===== config.mk =====
export PLATFORM = sky130hd
export DESIGN_NAME = reg_file_16x32
export DESIGN_NICKNAME = d
export VERILOG_FILES = /design/src/rtl/regfile_pkg.sv /design/src/rtl/reg_word.sv /design/src/rtl/reg_file_16x32.sv
export SDC_FILE = /design/constraint.sdc
export NUM_CORES = 1
export LEC_CHECK = 0
export BUFFER_PORTS_ARGS = -buffer_cell sky130_fd_sc_hd__buf_2
export CORE_MARGIN = 5
export CORE_UTILIZATION = 55
export DETAILED_ROUTE_END_ITERATION = 16
export PLACE_DENSITY_LB_ADDON = 0.05
export SLEW_MARGIN = 20
export SYNTH_ARGS = -nofsm -noshare
export SYNTH_HDL_FRONTEND = slang
export SYNTH_SLANG_ARGS = --single-unit
export TNS_END_PERCENT = 100

===== constraint.sdc =====
create_clock -name i_clk -period 1.75 [get_ports i_clk]
set_input_delay 0.2625 -clock i_clk [delete_from_list [all_inputs] [get_ports i_clk]]
set_output_delay 0.2625 -clock i_clk [all_outputs]
set_load 0.02 [all_outputs]

===== src/rtl/regfile_pkg.sv =====
// Shared sizes, types and write-decode helper for the 16x32 register file.
package regfile_pkg;

  localparam int unsigned DATA_W   = 32;
  localparam int unsigned ADDR_W   = 4;
  localparam int unsigned NUM_REGS = 1 << ADDR_W;

  typedef logic [DATA_W-1:0] word_t;
  typedef logic [ADDR_W-1:0] idx_t;

  typedef struct packed {
    logic  en;
    idx_t  dest;
    word_t data;
  } wr_req_t;

  // One-hot write enable: bit idx set only when en is high.
  function automatic logic [NUM_REGS-1:0] decode_onehot(input logic en, input idx_t idx);
    logic [NUM_REGS-1:0] v;
    v      = '0;
    v[idx] = en;
    return v;
  endfunction

endpackage


===== src/rtl/reg_word.sv =====
// Single DATA_W register with synchronous reset and load enable.
module reg_word
  import regfile_pkg::*;
(
  input  logic  i_clk,
  input  logic  i_rst,
  input  logic  i_en,
  input  word_t i_d,
  output word_t o_q
);

  word_t r_q;

  // Reset wins over a load in the same cycle.
  always_ff @(posedge i_clk) begin
    if (i_rst) begin
      r_q <= '0;
    end else if (i_en) begin
      r_q <= i_d;
    end
  end

  assign o_q = r_q;

endmodule


===== src/rtl/reg_file_16x32.sv =====
// 16x32 register file: one write port, two combinational read ports, no bypass.
module reg_file_16x32
  import regfile_pkg::*;
(
  input  logic              i_clk,
  input  logic              i_rst,
  input  logic              i_wr_en,
  input  logic [ADDR_W-1:0] i_dest_sel,
  input  logic [DATA_W-1:0] i_wr_data,
  input  logic [ADDR_W-1:0] i_src1_sel,
  input  logic [ADDR_W-1:0] i_src2_sel,
  output logic [DATA_W-1:0] o_src1_data,
  output logic [DATA_W-1:0] o_src2_data
);

  wr_req_t             w_wr;
  logic [NUM_REGS-1:0] w_en;
  word_t               w_regs [NUM_REGS];

  assign w_wr = '{en: i_wr_en, dest: i_dest_sel, data: i_wr_data};

  always_comb begin
    w_en = '0;
    w_en = decode_onehot(w_wr.en, w_wr.dest);
  end

  for (genvar g = 0; g < NUM_REGS; g++) begin : g_reg
    reg_word u_reg (
      .i_clk (i_clk),
      .i_rst (i_rst),
      .i_en  (w_en[g]),
      .i_d   (w_wr.data),
      .o_q   (w_regs[g])
    );
  end

  // Reads see stored contents only; a same-cycle write appears after the edge.
  assign o_src1_data = w_regs[i_src1_sel];
  assign o_src2_data = w_regs[i_src2_sel];

endmodule


==> impl_results.md, run 1 <==
* Placed insts at 3488
* Core area at 0.04875 mm^2
* Max Cap Violations at 0
* Adder-Cell Fraction of Synth Area at 0%
* Die Ht at between 200 and 250 um
* First-pass GRT wire length at 150.4 mm
* GP Congestion at roughly 0.87
* Share of post-route cells with drive strength above 1 at 30.95%
* Final std cells w/o fill at 3599
* Post-route setup slack at -0.4442 ns
* Vias per cell at 7.122
* Root buffer cell: clkbuf_16
* HP Class: in2reg
* Static Leak at roughly 10 nW
* TritonRoute pass-1 iters at 6
* Starting Density at between 50% and 60%
* Reg2reg setup slack at 1.02 ns
* Layout Nets at 2929
* Ys Warns at 0
* Final Max Tran Viols at 0
* Top-area cell type share of the netlist area at between 30% and 40%
* Max clock buf depth at 3
* # IOs at 111
* Seq cells post-synth at 512
* Time the worst path needs with I/O delays and setup at roughly 2.2 ns
* Switching Power at 7.346 mW
* Detail Placement HPWL at 58.50 mm
* M1 GR Usage at 48.08%
* Slew @ Worst Pin at between 0.4 and 0.5 ns
* GRT Total Usage at 35.52%
* HP Start: i_wr_data[19]
* Grt met2 use at approximately 57%
* Syn-to-layout area delta at 20.00%
* Largest family of logic cells by synthesized area: compound AO/OA/AOI/OAI gates
* Cell variety after synth at 24
* Total negative slack at -23.70 ns
* Switching share of power at about a quarter
* Crit end category: primary output
* Place WS at -0.4537 ns
* DR iter-0 viols at 3628
* Comb pwr share at 12.2%
* Routed WL at 97.64 mm
* Flop pwr share at between 40% and 50%
* Clock-pin slew on the worst setup and hold paths at 0.06 ns
* FF-to-FF End: g_reg[2].u_reg.o_q[4]
* Final Hold Viols at 0
* CTS Buf Count at 55
* RSZ-0062 raised after global routing: true
* Clock power share at ~45%
* Post-synthesis area per instance at slightly above 9 um^2
* Failing checks: setup timing
* Multiplexer share of the synthesized area at 21.38%
* Worst vdd ir at 1.049 mV
* Port-buffer cells at 110
* Synth Area in XOR/XNOR at 0%
* Worst path cell trace: mux4_2 > a22oi_2 > nand2_2 > buf_6
* Clock sink count at 512
* CTS tree: yes
* Slowest CP cell: mux4_2
* Area contributors post-synth: dfxtp_1, mux4_2, nand3_1, a21oi_1, o21ai_0
* Post-Syn Nets at 2998
* Post-Syn Area at ~0.027 mm^2
* Critical path required time at around 1.5 ns
* Total Die Area at between 0.05 and 0.06 mm^2
* PD cells at 852.3 mW/mm^2
* Max FFs per register at 512
* Simple-gate share of the synthesized area at 10.95%
* Drt drc at 0
* Vias at around 26000
* Synth Area in Compound Gates at a little under a quarter
* Hold endpoint: g_reg[10].u_reg.o_q[19]
* Outcome: finished with violations
* GR Util met3 at 7.497%
* Final setup fails at 64
* Clk_lat worst skew at 0.60 ns
* DR WL/cell at 27.13 um
* Cell Int Power at 20.23 mW
* Hold depth at 3
* Final worst-path cycle share at 125.4%
* Synth Instances at 2951
* Post-DRT Antenna Nets at 0
* Initial antenna violation count at 15
* # Post-CTS Setup Buffers at 0
* Setup Crit Path Kind: reg2out
* Area leader, netlist: dfxtp_1
* Total Power at approximately 28 mW
* Max-slew headroom at about two thirds
* H-tree depth at 2
* Sequential area share after synthesis at 38.01%
* Clock skew at 0 ns
* Reg2reg start: g_reg[2].u_reg.o_q[4]
* CP Launch Type: register
* Row cnt at 81
* Vias in the first global route at 24900
* GR peak layer: met2
* Worst Path Arrival at 1.93 ns
* Worst path max stage delay at 0.47 ns
* R2r worst-path depth at 2
* Highest clock rate at 0.4557 GHz
* Pin count of the biggest net entering global routing at around 90
* Worst Path Max Fanout at 3
* Gr ovfl total at 0
* Chip width at 231.4 um
[through the flow]
step / area (um^2) / utilization, % / hold slack, ns
3_5_place_dp: 29240 / 59.98 / 0.4765
2_1_floorplan: 26960 / - / 0.4605
6_report: 32360 / 66.38 / 0.02802
5_1_grt: 32360 / 66.38 / 0.02781
4_1_cts: 32200 / 66.05 / 0.007094
3_3_place_gp: 29240 / 59.98 / 0.4664
[cells in the mapped netlist]
master,number
o21ai_1,37
nor2_1,3
a22oi_1,128
mux4_2,256
a21oi_1,512
dfxtp_1,512
nand3b_1,2
nor2b_1,6
and2_1,3
or2_1,1
clkbuf_2,2
nor3b_1,1
and3b_1,2
buf_6,18
nand2b_1,2
nand2_1,65
nand3_1,513
buf_4,16
buf_2,76
or3b_1,1
o21ai_0,475
clkbuf_1,304
and3_1,1
buf_1,15
[routing by layer]
layer | up-vias | wire, um
met5 | - | 0
met1 | 12720 | 36730
met3 | 244 | 11480
met4 | 0 | 3617
li1 | 10980 | -
met2 | 1687 | 45810
[cells in the final DEF (no fill, tap or decap)]
master,synthesis,layout
nand3_1,513,512
a21oi_1,512,512
o21ai_0,475,475
dfxtp_1,512,441
mux4_2,256,256
a22oi_2,0,122
buf_4,16,100
buf_12,0,94
dfxtp_2,0,71
buf_6,18,65
clkbuf_16,0,56
nand2_2,0,43
buf_2,76,42
o21ai_1,37,37
nand2_1,65,21
clkbuf_8,0,14
clkbuf_1,304,14
clkinv_2,0,10
diode_2,0,8
nor2b_4,0,6
a22oi_1,128,6
bufinv_16,0,6
nor2_4,0,3
and2_2,0,2
nand2b_4,0,2
and3b_4,0,2
nand3b_1,2,2
clkinvlp_4,0,2
nor3b_2,0,1
or2_4,0,1
or3b_4,0,1
and2_4,0,1
nand2_4,0,1
and3_4,0,1
nand3_4,0,1
inv_6,0,1
clkinv_8,0,1
dlygate4sd3_1,0,1
buf_8,0,1
[power by group through the flow]
| stage | combinational [mW] | clock [mW] | sequential (mW) |
|---|---|---|---|
| after floorplan | 1.81 | 0 | 12.1 |
| after detailed placement | 3.16 | 0 | 12.2 |
| after global placement | 3.13 | 0 | 12.2 |
| final | 3.37 | 12.3 | 11.9 |
| after CTS | 3.27 | 12.4 | 11.9 |
| after global routing | 3.49 | 12.9 | 11.9 |
[worst max-delay path, delay by kind of cell (launching register included)]
family,cells,cell delay (ns)
AO/OA/AOI/OAI,1,0.20
flip-flops,1,0.33
AND/OR/NAND/NOR,1,0.14
buffers and inverters,1,0.16
multiplexers,1,0.47
[how the worst max path moves through the flow]
stage / end / slack [ns] / start / cells past startpoint
detailed placement: o_src2_data[23] / -0.45 / i_src2_sel[0] / 7
global route: o_src1_data[30] / -0.52 / g_reg[11].u_reg.o_q[30] / 4
CTS: o_src1_data[30] / -0.47 / g_reg[11].u_reg.o_q[30] / 4
floorplan: o_src2_data[10] / 0.02 / i_src2_sel[1] / 5
global placement: o_src2_data[23] / -0.46 / i_src2_sel[0] / 7
finish: o_src2_data[29] / -0.44 / g_reg[11].u_reg.o_q[29] / 4
[what timing repair did]
item	CTS	global route
pin swaps	157	26
hold endpoints to repair	19	0
hold buffers	1	0
resized for setup	317	45
endpoints found under the setup margin	64	64
[layout make-up]
type | count | area (um^2)
Tap cell | 664 | 830.8
Clock inverter | 20 | 270.3
Clock buffer | 82 | 1619
Timing Repair Buffer | 305 | 3627
Antenna cell | 8 | 20.02
Fill cell | 3837 | 16390
Sequential cell | 512 | 10340
Multi-Input combinational cell | 2008 | 15650
[cells by family (layout without fill, tap and decap cells)]
| logic type | Yosys count | after routing |
|---|---|---|
| AO/OA/AOI/OAI | 1152 | 1152 |
| AND/OR/NAND/NOR | 600 | 600 |
| flip-flops | 512 | 512 |
| buffers and inverters | 431 | 407 |
| multiplexers | 256 | 256 |
| other | 0 | 8 |
(Power assumes the default switching activity.)
==> run 2: changes to the inputs <==
CELL_PAD_IN_SITES_DETAIL_PLACEMENT = 1   (was default)
CELL_PAD_IN_SITES_GLOBAL_PLACEMENT = 2   (was default)
CORE_UTILIZATION = 40   (was 55)
==> run 2 against run 1 <==
The flow still finishes with violations (setup timing); clock skew did not move; via count shrank 0.16%; first-iteration DRC count down 35%; count of clock-buffer cells in the layout increased by 12; design area up 1.4%; worst setup slack worse by 0.059 ns; worst hold slack improved by 0.0072 ns; clock power about the same; total power increased by 0.66%; sequential share of layout area fell by 0.30 points; final cell count is 5.9% higher.
==> impl_results.md, run 2 (synthesis results as in run 1) <==
* Outcome: finished with violations
* Failing checks: setup timing
* Max Cap Violations at 0
* Die Ht at 269.6 um
* Final Max Tran Viols at 0
* Max clock buf depth at 3
* GP Congestion at 0.8395
* Initial antenna violation count at 14
* Core area at 0.06704 mm^2
* Crit path from: g_reg[3].u_reg.o_q[22]
* Worst path cell trace: mux4_2 > a22oi_2 > nand2_2 > buf_6
* Reg2reg setup slack at 1.00 ns
* Layout Nets at 2939
* Routed WL at approximately 110 mm
* Final Hold Viols at 0
* Slew @ Worst Pin at 0.5107 ns
* # Post-CTS Setup Buffers at 0
* Pin count of the biggest net entering global routing at between 70 and 80
* CTS Buf Count at 60
* Vias per cell at 6.716
* Static Leak at 10.49 nW
* Worst path max stage delay at 0.48 ns
* Crit end category: primary output
* Worst Setup EP: o_src1_data[22]
* CTS tree: yes
* Most frequent cells in the layout: nand3_1, a21oi_1, o21ai_0
* Worst vdd ir at 0.7738 mV
* Fill cell count at 7316
* Detail Placement HPWL at 70.09 mm
* Largest delay contributor family on the critical path: multiplexers
* Post-DRT Antenna Nets at 0
* Clk_lat worst skew at 0.62 ns
* Hold depth at 3
* Highest clock rate at 0.4439 GHz
* Clock skew at 0 ns
* Vias in the first global route at ~27000
* First-pass GRT wire length at 173.7 mm
* Setup Crit Path Kind: reg2out
* GRT Total Usage at between 30 and 40%
* DR iter-0 viols at 2351
* Share of post-route cells with drive strength above 1 at 32.28%
* Final setup fails at 64
* Syn-to-layout area delta at 21.64%
* Clock-pin slew on the worst setup and hold paths at 0.06 ns
* FF-to-FF End: g_reg[15].u_reg.o_q[31]
* Max FFs per register at 512
* Chip width at 269.6 um
* Time the worst path needs with I/O delays and setup at 2.253 ns
* Crit path buf inv count at 1
* Worst Path Arrival at 1.99 ns
* Final worst-path cycle share at 128.7%
* CP Launch Type: register
* RSZ-0062 raised after global routing: true
* Post-route setup slack at -0.5029 ns
* # IOs at 111
* Cell area after placement at 0.02958 mm^2
* Slowest CP cell: mux4_2
* Drt drc at 0
* Root buffer cell: clkbuf_16
* Total negative slack at -26.04 ns
* Critical path required time at about 1.5 ns
* Row cnt at 95
* Critical Path Stages at 4
* Worst Path Max Fanout at 3
* DR WL/cell at 30.06 um
* Reg2reg start: g_reg[15].u_reg.o_q[31]
* Max-slew headroom at 65.95%
* HP Class: in2reg
* TritonRoute pass-1 iters at 5
* Port-buffer cells at 110
* Vias at between 20000 and 30000
* Gr ovfl total at 0
* H-tree depth at 2
* Design Area, Final at 0.03280 mm^2
* Starting Density at between 40% and 50%
* Total Die Area at 0.07270 mm^2
* PD cells at between 800 and 900 mW/mm^2
* Clock sink count at slightly above 500
* R2r worst-path depth at 2
run 2: where the power goes:
| part | leakage, nW | switching, mW | total (mW) | internal, mW |
|---|---|---|---|---|
| combinational | 5.38 | 2.33 | 3.52 | 1.19 |
| sequential | 4.19 | 0.111 | 11.9 | 11.8 |
| clock | 0.930 | 5.21 | 12.3 | 7.11 |
| total | 10.5 | 7.65 | 27.8 | 20.1 |
run 2: worst reg2reg max path, stage by stage, from the launching register on:
cell     delay (ns)
dfxtp_1        0.40
o21ai_0        0.12
a21oi_1        0.16
run 2: area by class of cell:
cell class                      instances  area, um^2  area share (%)
Timing Repair Buffer                  310        3776           11.51
Antenna cell                            4       10.01         0.03052
Clock inverter                         10       75.07          0.2289
Tap cell                              873        1092           3.330
Multi-Input combinational cell       2008       15670           47.76
Sequential cell                       512       10380           31.65
Clock buffer                           94        1800           5.489
run 2: what timing repair did:
action	4_1_cts	5_1_grt
pin swaps	162	24
hold buffers	2	0
setup endpoints to repair	64	64
gates cloned	1	0
gates resized for setup	335	71
hold endpoints to repair	8	0
run 2: through the flow:
stage | power [mW] | std cells | utilization (%) | hold slack [ns] | setup WS [ns]
2_1_floorplan | 13.93 | 2951 | - | 0.4605 | 0.02484
3_3_place_gp | 15.46 | 3700 | 44.13 | 0.4680 | -0.5241
3_5_place_dp | 15.52 | 3700 | 44.13 | 0.4801 | -0.4886
4_1_cts | 27.95 | 3807 | 48.67 | 0.002103 | -0.5271
5_1_grt | 28.58 | 3811 | 48.93 | 0.03905 | -0.5486
6_report | 27.76 | 3811 | 48.93 | 0.03526 | -0.5029
run 2: worst min-delay path by stage:
stage                                      start                 endpoint  slack [ns]
after floorplan           g_reg[10].u_reg.o_q[0]   g_reg[10].u_reg.o_q[0]        0.46
after global placement    g_reg[4].u_reg.o_q[31]   g_reg[4].u_reg.o_q[31]        0.47
after detailed placement  g_reg[4].u_reg.o_q[10]   g_reg[4].u_reg.o_q[10]        0.48
after CTS                          i_wr_data[14]  g_reg[11].u_reg.o_q[14]       0.002
after global routing                i_wr_data[4]    g_reg[1].u_reg.o_q[4]        0.04
final                              i_wr_data[14]   g_reg[2].u_reg.o_q[14]        0.04
run 2: routing by layer:
metal	global-route usage [%]	part of all wire (%)	wire, um
met5	0	0	0
met2	53.62	50	57460
met4	9.416	3.0	3380
met1	39.63	41	47310
met3	3.476	5.6	6394
==> run 3: changes to the inputs <==
CORE_UTILIZATION = 43   (was 40)
clock period = 2.6 ns   (was 1.75 ns; I/O delays follow)
==> run 3 against run 2 <==
Non-clock buffer count down 90; worst setup slack improved by 0.58 ns; clock skew is the same; first-iteration DRC count shrank 15%; the flow now finishes without violations; largest cell class unchanged; sequential share of layout area up 1.9 points; highest routed layer is now met5; count of clock-buffer cells in the layout shrank 2; sequential power fell by 33%; via count shrank 1.6%; clock power decreased by 28%; combinational power decreased by 41%; die area fell by 6.7%.
==> impl_results.md, run 3 (synthesis results as in run 1) <==
* Initial antenna violation count at 20
* Most frequent cells in the layout: nand3_1, a21oi_1, dfxtp_1
* DR WL/cell at 29.91 um
* First-pass GRT wire length at 167.0 mm
* CTS tree: yes
* Switching Power at just over 5 mW
* Register area at 0.01025 mm^2
* Clock power share at 46.7%
* Worst Path Arrival at 2.13 ns
* Setup Crit Path Kind: in2out
* Final Max Tran Viols at 0
* Gr ovfl total at 0
* Slew @ Worst Pin at 0.7435 ns
* Chip width at between 200 and 300 um
* Comb pwr share at between 10 and 15%
* GRT Total Usage at a little under a third
* Max Cap Violations at 0
* Flop pwr share at 42.3%
* Critical path required time at 2.21 ns
* Pin count of the biggest net entering global routing at 129
* Row cnt at 91
* GP Congestion at 0.8077
* Cell Int Power at 13.88 mW
* CTS Buf Count at 59
* Time the worst path needs with I/O delays and setup at 2.525 ns
* Final std cells w/o fill at 3695
* Switching share of power at 26.77%
* Detail Placement HPWL at 62.88 mm
* TritonRoute pass-1 iters at 5
* Vias in the first global route at 26270
* Max-slew headroom at between 50% and 60%
* Final setup fails at 0
* Total Die Area at slightly below 0.07 mm^2
* Post-DRT Antenna Nets at 0
* Layout Nets at 2848
* Post-CTS Hold Fix Bufs at 0
* Clock sink count at 512
* Crit end category: primary output
* Vias per cell at 6.815
* Max FFs per register at 512
* DR iter-0 viols at 2004
* Die Ht at between 200 and 300 um
* Outcome: finished clean
* Max clock buf depth at 3
* Clock skew at 0 ns
* Fill cell count at a little under 7000
* Clock-pin slew on the worst setup and hold paths at 0.06 ns
* Clk_lat worst skew at between 0.6 and 0.7 ns
* Worst path max stage delay at 0.52 ns
* Worst Path Max Fanout at 14
* H-tree depth at 2
* Core area at 0.06194 mm^2
* Largest delay contributor family on the critical path: buffers and inverters
* Total negative slack at 0 ns
* Routed WL at between 100 and 150 mm
* # IOs at 111
* Placed insts at 3577
* Worst path cell trace: clkbuf_8 > buf_6 > mux4_2 > a22oi_1 > nand2_1 > buf_2
* Starting Density at 43.53%
* HP Class: in2reg
* Final worst-path cycle share at 97.10%
* PD cells at 621.2 mW/mm^2
* Area of the multi-input gates at approximately 0.015 mm^2
* Static Leak at 9.858 nW
* Final Hold Viols at 0
* Crit path buf inv count at 3
* Highest clock rate at 0.3961 GHz
* RSZ-0062 raised after global routing: false
* Share of post-route cells with drive strength above 1 at a little over a fifth
* Worst vdd ir at 0.5433 mV
* Drt drc at 0
* CP Launch Type: primary input
* Root buffer cell: clkbuf_16
* Finished Core Util at 49.27%
* Port-buffer cells at 110
* Slowest CP cell: mux4_2
* Syn-to-layout area delta at 13.19%
* Vias at 25180
[run 3: path summary, 6_finish.rpt]
kind / slack [ns] / endpoint / cells past startpoint / startpoint
setup / recovery: 0.08 / o_src1_data[19] / 6 / i_src1_sel[0]
hold / removal: 0.16 / g_reg[5].u_reg.o_q[22] / 3 / i_wr_data[22]
setup reg to reg: 1.84 / g_reg[13].u_reg.o_q[10] / 2 / g_reg[13].u_reg.o_q[10]
hold reg to reg: 0.49 / g_reg[5].u_reg.o_q[24] / 2 / g_reg[5].u_reg.o_q[24]
[run 3: tightest hold or removal path, stage by stage]
cell and delay, ns:
buf_2 0.20, nand3_1 0.10, a21oi_1 0.05
[run 3: cell type report]
class                      count  share of cell area, %
clock buffer                  92                  6.039
clock inverter                17                 0.6969
timing repair buffer         220                  7.236
antenna                        9                0.07379
multi-input combinational   2008                  48.94
tap                          837                  3.431
sequential                   512                  33.58
[run 3: power groups by stage]
stage                     Clock (mW)  Sequential [mW]  Combinational [mW]
after floorplan                    0             8.16                1.22
after global placement             0             8.18                2.02
after detailed placement           0             8.19                2.06
after CTS                       8.98             8.02                2.06
after global routing            9.30             8.03                2.17
final                           8.86             8.02                2.08
[run 3: metal layers]
| metal | track usage [%] | wire [um] | up-vias | part of all wire (%) |
|---|---|---|---|---|
| li1 | - | - | 10830 | - |
| met2 | 54.48 | 54470 | 1026 | 49 |
| met3 | 4.847 | 7554 | 206 | 6.8 |
| met4 | 10.70 | 3480 | 2 | 3.1 |
| met5 | 0 | 18 | - | 0.016 |
| met1 | 41.40 | 44990 | 13120 | 41 |
[run 3: what timing repair did]
item | in CTS | in global routing
gates resized for setup | 0 | 2
setup buffers | 0 | 0
endpoints found under the setup margin | 0 | 2
[run 3: through the flow]
| stage | worst slack, ns | total power, mW | hold slack, ns | area [um^2] |
|---|---|---|---|---|
| after floorplan | 0.6198 | 9.379 | 0.4605 | 26960 |
| after global placement | 0.03598 | 10.20 | 0.4680 | 28440 |
| after detailed placement | 0.0003577 | 10.25 | 0.4786 | 28440 |
| after CTS | 0.005046 | 19.06 | 0.1317 | 30490 |
| after global routing | 0.008894 | 19.49 | 0.1562 | 30520 |
| final | 0.07529 | 18.96 | 0.1647 | 30520 |
